==> config.mk <==
export PLATFORM = sky130hd
export DESIGN_NAME = data_mem_arbiter
export DESIGN_NICKNAME = d
export VERILOG_FILES = /design/src/rtl/data_mem_arbiter.sv
export SDC_FILE = /design/constraint.sdc
export NUM_CORES = 1
export LEC_CHECK = 0
export ABC_CLOCK_PERIOD_IN_PS = 2500
export CAP_MARGIN = 0
export CORE_AREA = 5 5 105 107
export CTS_BUF_LIST = sky130_fd_sc_hd__clkbuf_4 sky130_fd_sc_hd__clkbuf_8 sky130_fd_sc_hd__clkbuf_16
export DETAILED_ROUTE_END_ITERATION = 12
export DIE_AREA = 0 0 110 112
export PLACE_DENSITY = 0.73
export SETUP_SLACK_MARGIN = 0.05
export SYNTH_ARGS = -nofsm -noshare
export SYNTH_HDL_FRONTEND = slang
export SYNTH_SLANG_ARGS = --single-unit
==> constraint.sdc <==
create_clock -name clk -period 2.5 [get_ports clk]
set_input_delay 0.75 -clock clk [delete_from_list [all_inputs] [get_ports clk]]
set_output_delay 0.75 -clock clk [all_outputs]
set_load 0.02 [all_outputs]
==> src/rtl/data_mem_arbiter.sv <==
// ---------------------------------------------------------------------------
// data_mem_arbiter
//
// Shares the single Data Memory port between two requesters that use the
// req/gnt/rvalid protocol. Requester 0 is the core LSU. Requester 1 is the
// debug/test-loader port.
//
// The address phase is a combinational round-robin mux with no added latency.
// Once a request has been presented without a grant, the selection is locked
// so that the address phase stays stable until that request is granted.
// Each accepted transaction pushes its requester ID into an in-order FIFO.
// Each data_rvalid_i pops the FIFO and is steered back to the requester that
// issued the transaction.
//
// Ports:
//   clk, rst_n      clock (rising edge), asynchronous active-low reset
//   m_req_i[1:0]    per-requester request (bit k = requester k)
//   m_we_i[1:0]     per-requester write enable
//   m_addr_i        per-requester address, requester k at [32k+31:32k]
//   m_be_i          per-requester byte enables, requester k at [4k+3:4k]
//   m_wdata_i       per-requester write data, requester k at [32k+31:32k]
//   m_gnt_o[1:0]    per-requester grant
//   m_rvalid_o[1:0] per-requester response valid (reads and writes)
//   m_rdata_o       read data broadcast to both requesters
//   data_*_o        request side of the Data Memory port
//   data_gnt_i      Data Memory grant
//   data_rvalid_i   Data Memory response valid (in order)
//   data_rdata_i    Data Memory read data
//   err_o           sticky protocol error flag: stray response, or a locked
//                   request that was withdrawn
// ---------------------------------------------------------------------------
module data_mem_arbiter #(
    parameter int MAX_OUTST = 2,   // FIFO depth, 1..8
    parameter int ADDR_W    = 32
) (
    input  logic                  clk,
    input  logic                  rst_n,
    input  logic [1:0]            m_req_i,
    input  logic [1:0]            m_we_i,
    input  logic [2*ADDR_W-1:0]   m_addr_i,
    input  logic [7:0]            m_be_i,
    input  logic [2*ADDR_W-1:0]   m_wdata_i,
    output logic [1:0]            m_gnt_o,
    output logic [1:0]            m_rvalid_o,
    output logic [ADDR_W-1:0]     m_rdata_o,
    output logic                  data_req_o,
    output logic                  data_we_o,
    output logic [ADDR_W-1:0]     data_addr_o,
    output logic [3:0]            data_be_o,
    output logic [ADDR_W-1:0]     data_wdata_o,
    input  logic                  data_gnt_i,
    input  logic                  data_rvalid_i,
    input  logic [ADDR_W-1:0]     data_rdata_i,
    output logic                  err_o
);

    localparam int PTR_W = (MAX_OUTST > 1) ? $clog2(MAX_OUTST) : 1;
    localparam int CNT_W = $clog2(MAX_OUTST + 1);

    // Registered state
    logic             prio;        // requester favoured when both request
    logic             lock_valid;  // a request is waiting for its grant
    logic             lock_id;     // requester held by the lock
    logic             err;
    logic [PTR_W-1:0] wr_ptr;
    logic [PTR_W-1:0] rd_ptr;
    logic [CNT_W-1:0] count;
    logic             fifo_id [MAX_OUTST];

    // Combinational decode
    logic sel;
    logic full;
    logic empty;
    logic lock_drop;
    logic req;
    logic hs;
    logic pop;
    logic head;

    function automatic logic [PTR_W-1:0] ptr_inc(input logic [PTR_W-1:0] p);
        return (p == PTR_W'(MAX_OUTST - 1)) ? '0 : p + PTR_W'(1);
    endfunction

    // NOTE: every signal gets a default at the top of the always_comb so no
    // path leaves it unassigned; otherwise synthesis infers a latch.
    always_comb begin
        full      = (count == CNT_W'(MAX_OUTST));
        empty     = (count == '0);
        lock_drop = lock_valid && !m_req_i[lock_id];

        if (lock_valid)
            sel = lock_id;
        else if (&m_req_i)
            sel = prio;
        else
            sel = m_req_i[1];

        // A withdrawn locked request is dropped for one cycle. Arbitration
        // resumes from the unlocked state on the following cycle. The
        // outputs are gated by rst_n so that all of them read 0 while reset
        // is asserted.
        req  = rst_n && (|m_req_i) && !full && !lock_drop;
        hs   = req && data_gnt_i;
        head = fifo_id[rd_ptr];
        pop  = rst_n && data_rvalid_i && !empty;
    end

    always_comb begin
        data_req_o   = req;
        data_we_o    = 1'b0;
        data_addr_o  = '0;
        data_be_o    = '0;
        data_wdata_o = '0;
        if (req) begin
            if (sel) begin
                data_we_o    = m_we_i[1];
                data_addr_o  = m_addr_i[2*ADDR_W-1:ADDR_W];
                data_be_o    = m_be_i[7:4];
                data_wdata_o = m_wdata_i[2*ADDR_W-1:ADDR_W];
            end else begin
                data_we_o    = m_we_i[0];
                data_addr_o  = m_addr_i[ADDR_W-1:0];
                data_be_o    = m_be_i[3:0];
                data_wdata_o = m_wdata_i[ADDR_W-1:0];
            end
        end

        m_gnt_o    = sel  ? {hs, 1'b0}  : {1'b0, hs};
        m_rvalid_o = head ? {pop, 1'b0} : {1'b0, pop};
        m_rdata_o  = rst_n ? data_rdata_i : '0;
        err_o      = err;
    end

    // NOTE: state registers use non-blocking assignments so that every
    // always_ff samples pre-edge values, which gives order-independent
    // simulation that matches the flops.
    always_ff @(posedge clk or negedge rst_n) begin
        if (!rst_n) begin
            prio       <= 1'b0;
            lock_valid <= 1'b0;
            lock_id    <= 1'b0;
            err        <= 1'b0;
            wr_ptr     <= '0;
            rd_ptr     <= '0;
            count      <= '0;
        end else begin
            if (hs) begin
                prio   <= ~sel;
                wr_ptr <= ptr_inc(wr_ptr);
            end
            if (pop)
                rd_ptr <= ptr_inc(rd_ptr);

            case ({hs, pop})
                2'b10:   count <= count + CNT_W'(1);
                2'b01:   count <= count - CNT_W'(1);
                default: count <= count;
            endcase

            // The lock holds sel stable across a stalled address phase.
            // Because req is qualified by !lock_drop, "req without hs"
            // means the request was presented and not granted.
            if (hs || lock_drop) begin
                lock_valid <= 1'b0;
            end else if (req) begin
                lock_valid <= 1'b1;
                lock_id    <= sel;
            end

            if (lock_drop || (data_rvalid_i && empty))
                err <= 1'b1;
        end
    end

    // NOTE: the ID storage has no reset. Entries are only read behind the
    // count, which is reset, so clearing the array would add reset fan-out
    // and nothing else.
    always_ff @(posedge clk) begin
        if (hs)
            fifo_id[wr_ptr] <= sel;
    end

endmodule
Word level (Yosys, flattened, before mapping). Memory sizes are Yosys's and may differ from the RTL's. Index checks and enable logic that the tools add are counted.

Register bits after elaboration: 8. Bits in writable memories: 2. Input bits: 176. Output and inout port bits: 107. Logic and storage cells: 60. Memories kept: 1.

Add/sub/neg operators: 4. $lt $le $gt $ge: 1. Eq/ne operators: 3. Multiplexer cells: 22. Bitwise gates (word level): 2. Reduce and logical (&&, ||, !) cells: 20.

Memories: fifo_id (words 2, bits a word 1, read ports 1, clocked after Yosys merged registers in 0, wr ports 1, line 68) `logic fifo_id [MAX_OUTST];`.

Operator list (number): two-way mux 32 bit (5); two-way mux 1 bit (12); logical AND 1 bit (8); two-way mux 4 bit (2); equality test 2 bit (second input constant) (2); zero test 1 bit (4); two-way mux 2 bit (2); one-hot mux 2 bit (2 select lines) (1); AND reduction 2 bit (2); nonzero test 2 bit (2); adder 1 bit (second input constant) (2); adder 2 x 1 -> 2 bit (second input constant) (1); equality test 2 x 1 -> 1 bit (second input constant) (1); zero test 2 bit (1); logical OR 1 bit (2); < comparator 1 x 2 -> 1 bit (second input constant) (1); inverter 1 bit (2); OR reduction 2 bit (1); subtractor 2 x 1 -> 2 bit (second input constant) (1).

Logic depth before layout (Yosys ltp).
Word-level depth: 10. Depth in mapped cells: 9. Gate-level depth less buffers: 8.

Least setup slack after synthesis. No wires, ideal clock.

Kind: input port to output port. Start point: input port m_req_i[0]. End point: output port data_addr_o[0]. Arrival: 1.881 ns. Required time: 1.750 ns. Setup slack: -0.131 ns. Stages on the path: 7. Path buffers: 2. Cells stage by stage: nor2b_1 > o21a_1 > buf_2 > inv_2 > buf_2 > nand2_1 > a21oi_1.

Elaborated cells on any way between the ends: 14. Classes of those cells: mux (6); reduce/logical (8).

RTL lines: start: declaration (line 38) `input logic [1:0] m_req_i,`; AND reduction 2 bit (line 93) `else if (&m_req_i)`; two-way mux 1 bit (line 93); two-way mux 1 bit (line 91) `if (lock_valid)`; via sel (line 71) `logic sel;`; two-way mux 32 bit (line 115) `if (sel) begin`; two-way mux 32 bit (line 114) `if (req) begin`; end: declaration (line 48) `output logic [ADDR_W-1:0] data_addr_o,`.

The timed path passes the listed nets, and every way through them passes these cells. The select of a mux whose other input is x is not followed.

Worst setup path in the final report.
Start point: input port m_req_i[0]. End point: output port data_addr_o[20].

Longest elaborated chain between the ends: 7. Elaborated cells on any way between the ends: 14. Classes of those cells: mux (6); reduce/logical (8).

RTL lines: two-way mux 1 bit (not written as such) (2 in series) (line 89) `lock_drop = lock_valid && !m_req_i[lock_id];`; zero test 1 bit (line 89); logical AND 1 bit (line 89); zero test 1 bit (line 102) `req = rst_n && (|m_req_i) && !full && !lock_drop;`; logical AND 1 bit (line 102); two-way mux 32 bit (*) (line 114).

Mark *: on every way between the ends. The rest lies on a longest branch, timed or not. The select of a mux whose other input is x is not followed.

==> flow_results.org <==
** Run status
- The run finished, with violations left.
- The checks that failed: negative setup slack.

** Layout
- Finished layout cell area :: 6454 um^2
- For this run, the post-layout net count is 804.
- The number of antenna diodes in the final layout is 0.
- Cells fill 64.24% of the core in the end.
- From synthesis to final layout, the design area changed by 280.7%.
- Share of final-layout standard cells stronger than drive strength 1 :: 48.08%
- The layout has 824 filler cells.

** Die
- The die covers 12320 um^2.
- In this run the standard cell core region covers 10050 um^2.
- Number of top-level design ports :: 283
- Cell Rows :: 37
- Die width :: 110 um
- Initial Util :: 16.88%
- The floorplan step set the die height to 112 um.

** Timing
- After layout, the minimum clock period comes to 2.721 ns.
- Setup repair after global routing could not meet its margin everywhere.
- Slew headroom :: 81.06%
- The count of endpoints failing hold in the final timing report came to 0.
- At the pin with the least slew margin, the transition time is 0.2835 ns.
- Across the routed clock network, the largest skew measured is 0.003569 ns.
- Across all hold checks on the routed design, the worst slack comes to 0.4804 ns.
- Final clock period utilization by the worst path :: 108.8%
- Setup-failing EPs final :: 71
- For this run, the top clock speed supported by timing is 367.5 MHz.
- The number of pins exceeding their max-slew limit in the final report was 0.
- Setup slack on the critical path of the routed design comes to -0.2208 ns.

** Detailed routing
- DRC violation count after routing :: 0
- After detailed routing, the number of vias per cell comes to 4.549.
- In the final routed layout, each cell accounts on average for 18.92 um.
- DRC violation total after the first TritonRoute iteration :: 119
- Number of optimization iterations in the first detailed-route pass :: 4
- The final layout contains routed wiring with a total length of 14420 um.
- Once detail routing completed, the nets flagged for antenna violations numbered 0.
- Via Count :: 3466

** Global route
- The first global-routing pass estimated 19790 um of wire.
- Entering global routing, the biggest net connects 42 pins.
- The number of antenna violations at the first check in global routing was 0.
- The via count of the first global-routing pass is 3864.
- Total global-route track usage :: 20.65%
- Total global routing overflow :: 0

** Synthesis
- The commonest cells after synthesis are sky130_fd_sc_hd__nand2_1, sky130_fd_sc_hd__a21oi_1, sky130_fd_sc_hd__and2_1.
- The synthesized netlist occupies a cell area of 1695 um^2.
- When the netlist entered floorplanning its net count stood at 489.
- Asr flop ratio synth :: 80.00%
- Area fraction of the dominant cell type after synthesis :: 31.22%
- The most common cell in the synthesized netlist is sky130_fd_sc_hd__nand2_1.
- In the post-synthesis netlist, the biggest area contributors are sky130_fd_sc_hd__nand2_1, sky130_fd_sc_hd__a21oi_1, sky130_fd_sc_hd__and2_1.
- Number of synthesized flops with an enable pin :: 2
- Cell taking the most area after synthesis :: sky130_fd_sc_hd__nand2_1
- Predominant post-synthesis flop cell :: sky130_fd_sc_hd__dfrtp_1
- Yosys printed 0 warnings.
- Averaged over all synthesized cells, the footprint is 5.434 um^2.
- In the synthesized netlist, the number of instances is 312.
- The synthesized design contains 10 register bits.
- Fraction of the yosys area taken by sequential cells :: 15.35%
- In this run, distinct cell masters in the synthesized netlist total 30.

** Worst setup path
- The critical path is of the in -> out type.
- The slowest stage of the critical path belongs to the cell sky130_fd_sc_hd__o21a_4.
- Startpoint type of the worst setup path :: input pin
- The largest single stage delay on the critical path is 0.24 ns.
- The worst register-to-register path has a setup slack of 0.31 ns.
- Grouping stages by cell kind, the critical path spends the most delay in buffers and inverters.
- Count of buffering cells on the critical path with inverters included :: 5
- Cells along the critical path :: buf_8 -> nor2b_4 -> o21a_4 -> inv_8 -> buf_4 -> buf_16 -> nand2_1 -> a21oi_2 -> buf_6
- Element type at the critical path end :: output pin
- Largest fanout on the critical path :: 9
- Data arrives at the worst endpoint at 1.97 ns.
- Endpoint required time on the critical path :: 1.75 ns

** Clocking
- Register clock-pin slew on the reported worst setup and hold paths :: 0.05 ns
- CTS built an H-tree with a depth of 1.
- Total clock buffers created by CTS :: 3
- Clk sink count :: 10
- Buffer levels on the longest clock path :: 2
- Clock tree from TritonCTS :: yes
- After clock tree synthesis, the flow added hold-fix buffers numbering 0.
- Latest clock arrival within the worst-skew pair :: 0.23 ns
- In this run the clock root is driven by a sky130_fd_sc_hd__clkbuf_8.

** Worst hold path
- Path type of the worst min-delay path :: in -> async

** Pwr
- Worst voltage drop across the vdd grid :: 0.0004236 V
- Cell Pwr Density :: 810.9 nW/um^2
- Static power due to leakage :: 0.002698 uW
- Overall power :: 5233 uW

** Placed design
- The congestion estimate from routability-driven global placement came to 0.8063.
- Number of buffers inserted by port buffering :: 282
- Placed Area :: 5095 um^2
- Once detailed placement completed, the half-perimeter wirelength came to 9348 um.

** Run
- Max-cap violations in this run came to 0.
[registers in the layout (all words and copies together) (netlist names)]
name,flops
count,2
fifo_id,2
err_o,1
lock_id,1
lock_valid,1
prio,1
rd_ptr,1
wr_ptr,1
[worst paths after layout]
kind,startpoint,end,depth (start not counted)
max,m_req_i[0],data_addr_o[20],9
min,rst_n,prio,2
max reg2reg,lock_id,count[1],9
min reg2reg,err_o,err_o,2
max in group asynchronous,rst_n,lock_id,2
min in group clk,err_o,err_o,2
[routing by layer]
metal	routed length (um)	GRT usage, %	part of all wire [%]
met2	7822	41.18	54
met3	1483	5.275	10
met5	0	0	0
met1	4773	19.92	33
met4	336	6.318	2.3
[cell type report]
class	instances	area (um^2)	share of cell area [%]
clock buffers	4	48.80	0.7561
inverters	3	31.28	0.4847
multi-input cells	273	2190	33.93
flip-flops and latches	10	260.3	4.033
well taps	136	170.2	2.637
repair buffers	336	3754	58.16
[cell families after synthesis]
logic type	count (synthesis)	share of synthesized area (%)
AND/OR/NAND/NOR	186	47.23
AO/OA/AOI/OAI	78	23.84
buffers and inverters	29	8.191
flip-flops	10	15.35
XOR/XNOR	5	2.583
multiplexers	3	2.066
adder cells (fa/ha/maj)	1	0.7379
[cell usage in the layout (no fill, tap or decap), types with 2 or more instances in the layout]
master / n
sky130_fd_sc_hd__xnor2_1: 4
sky130_fd_sc_hd__buf_12: 12
sky130_fd_sc_hd__buf_8: 4
sky130_fd_sc_hd__dlygate4sd2_1: 29
sky130_fd_sc_hd__clkbuf_8: 3
sky130_fd_sc_hd__a21oi_1: 3
sky130_fd_sc_hd__a21oi_4: 33
sky130_fd_sc_hd__clkdlybuf4s15_1: 3
sky130_fd_sc_hd__buf_6: 60
sky130_fd_sc_hd__nand2_2: 65
sky130_fd_sc_hd__buf_4: 36
sky130_fd_sc_hd__nor2_4: 2
sky130_fd_sc_hd__nand2_1: 55
sky130_fd_sc_hd__a21oi_2: 34
sky130_fd_sc_hd__nand2_4: 21
sky130_fd_sc_hd__buf_16: 14
sky130_fd_sc_hd__dfrtp_1: 8
sky130_fd_sc_hd__clkbuf_16: 4
sky130_fd_sc_hd__nor2_1: 4
sky130_fd_sc_hd__edfxtp_1: 2
sky130_fd_sc_hd__and2_1: 32
sky130_fd_sc_hd__o21ai_0: 2
sky130_fd_sc_hd__clkdlybuf4s50_1: 172
[worst register-to-register path, cell delays in order (launching register included)]
cell                       delay [ns]
sky130_fd_sc_hd__dfrtp_1         0.43
sky130_fd_sc_hd__mux2i_4         0.23
sky130_fd_sc_hd__a211o_4         0.39
sky130_fd_sc_hd__buf_12          0.16
sky130_fd_sc_hd__clkinv_8        0.06
sky130_fd_sc_hd__nand2_8         0.06
sky130_fd_sc_hd__buf_4           0.17
sky130_fd_sc_hd__ha_1            0.32
sky130_fd_sc_hd__nor2_1          0.14
sky130_fd_sc_hd__xor2_1          0.17
[stage by stage]
| step | std cells | setup WS (ns) | TNS (ns) |
|---|---|---|---|
| final | 762 | -0.2208 | -12.36 |
| after CTS | 758 | -0.2198 | -11.92 |
| after global routing | 762 | -0.2562 | -15.74 |
| after global placement | 722 | -1.081 | -93.00 |
| after detailed placement | 722 | -1.110 | -95.92 |
| after floorplan | 312 | -0.1242 | -5.143 |
[power breakdown]
group	switching, uW	total, uW	internal, uW
logic	2360	4770	2410
clock network	54.6	176	122
registers	54.4	289	234
total	2470	5230	2760
[timing repair]
action                                  CTS  global route
pin swaps                                19            41
endpoints found under the setup margin  109            77
cloned                                   14             4
gates resized for setup                 568           111
buffers inserted                         18             2
Power figures use the tool's default switching activity.
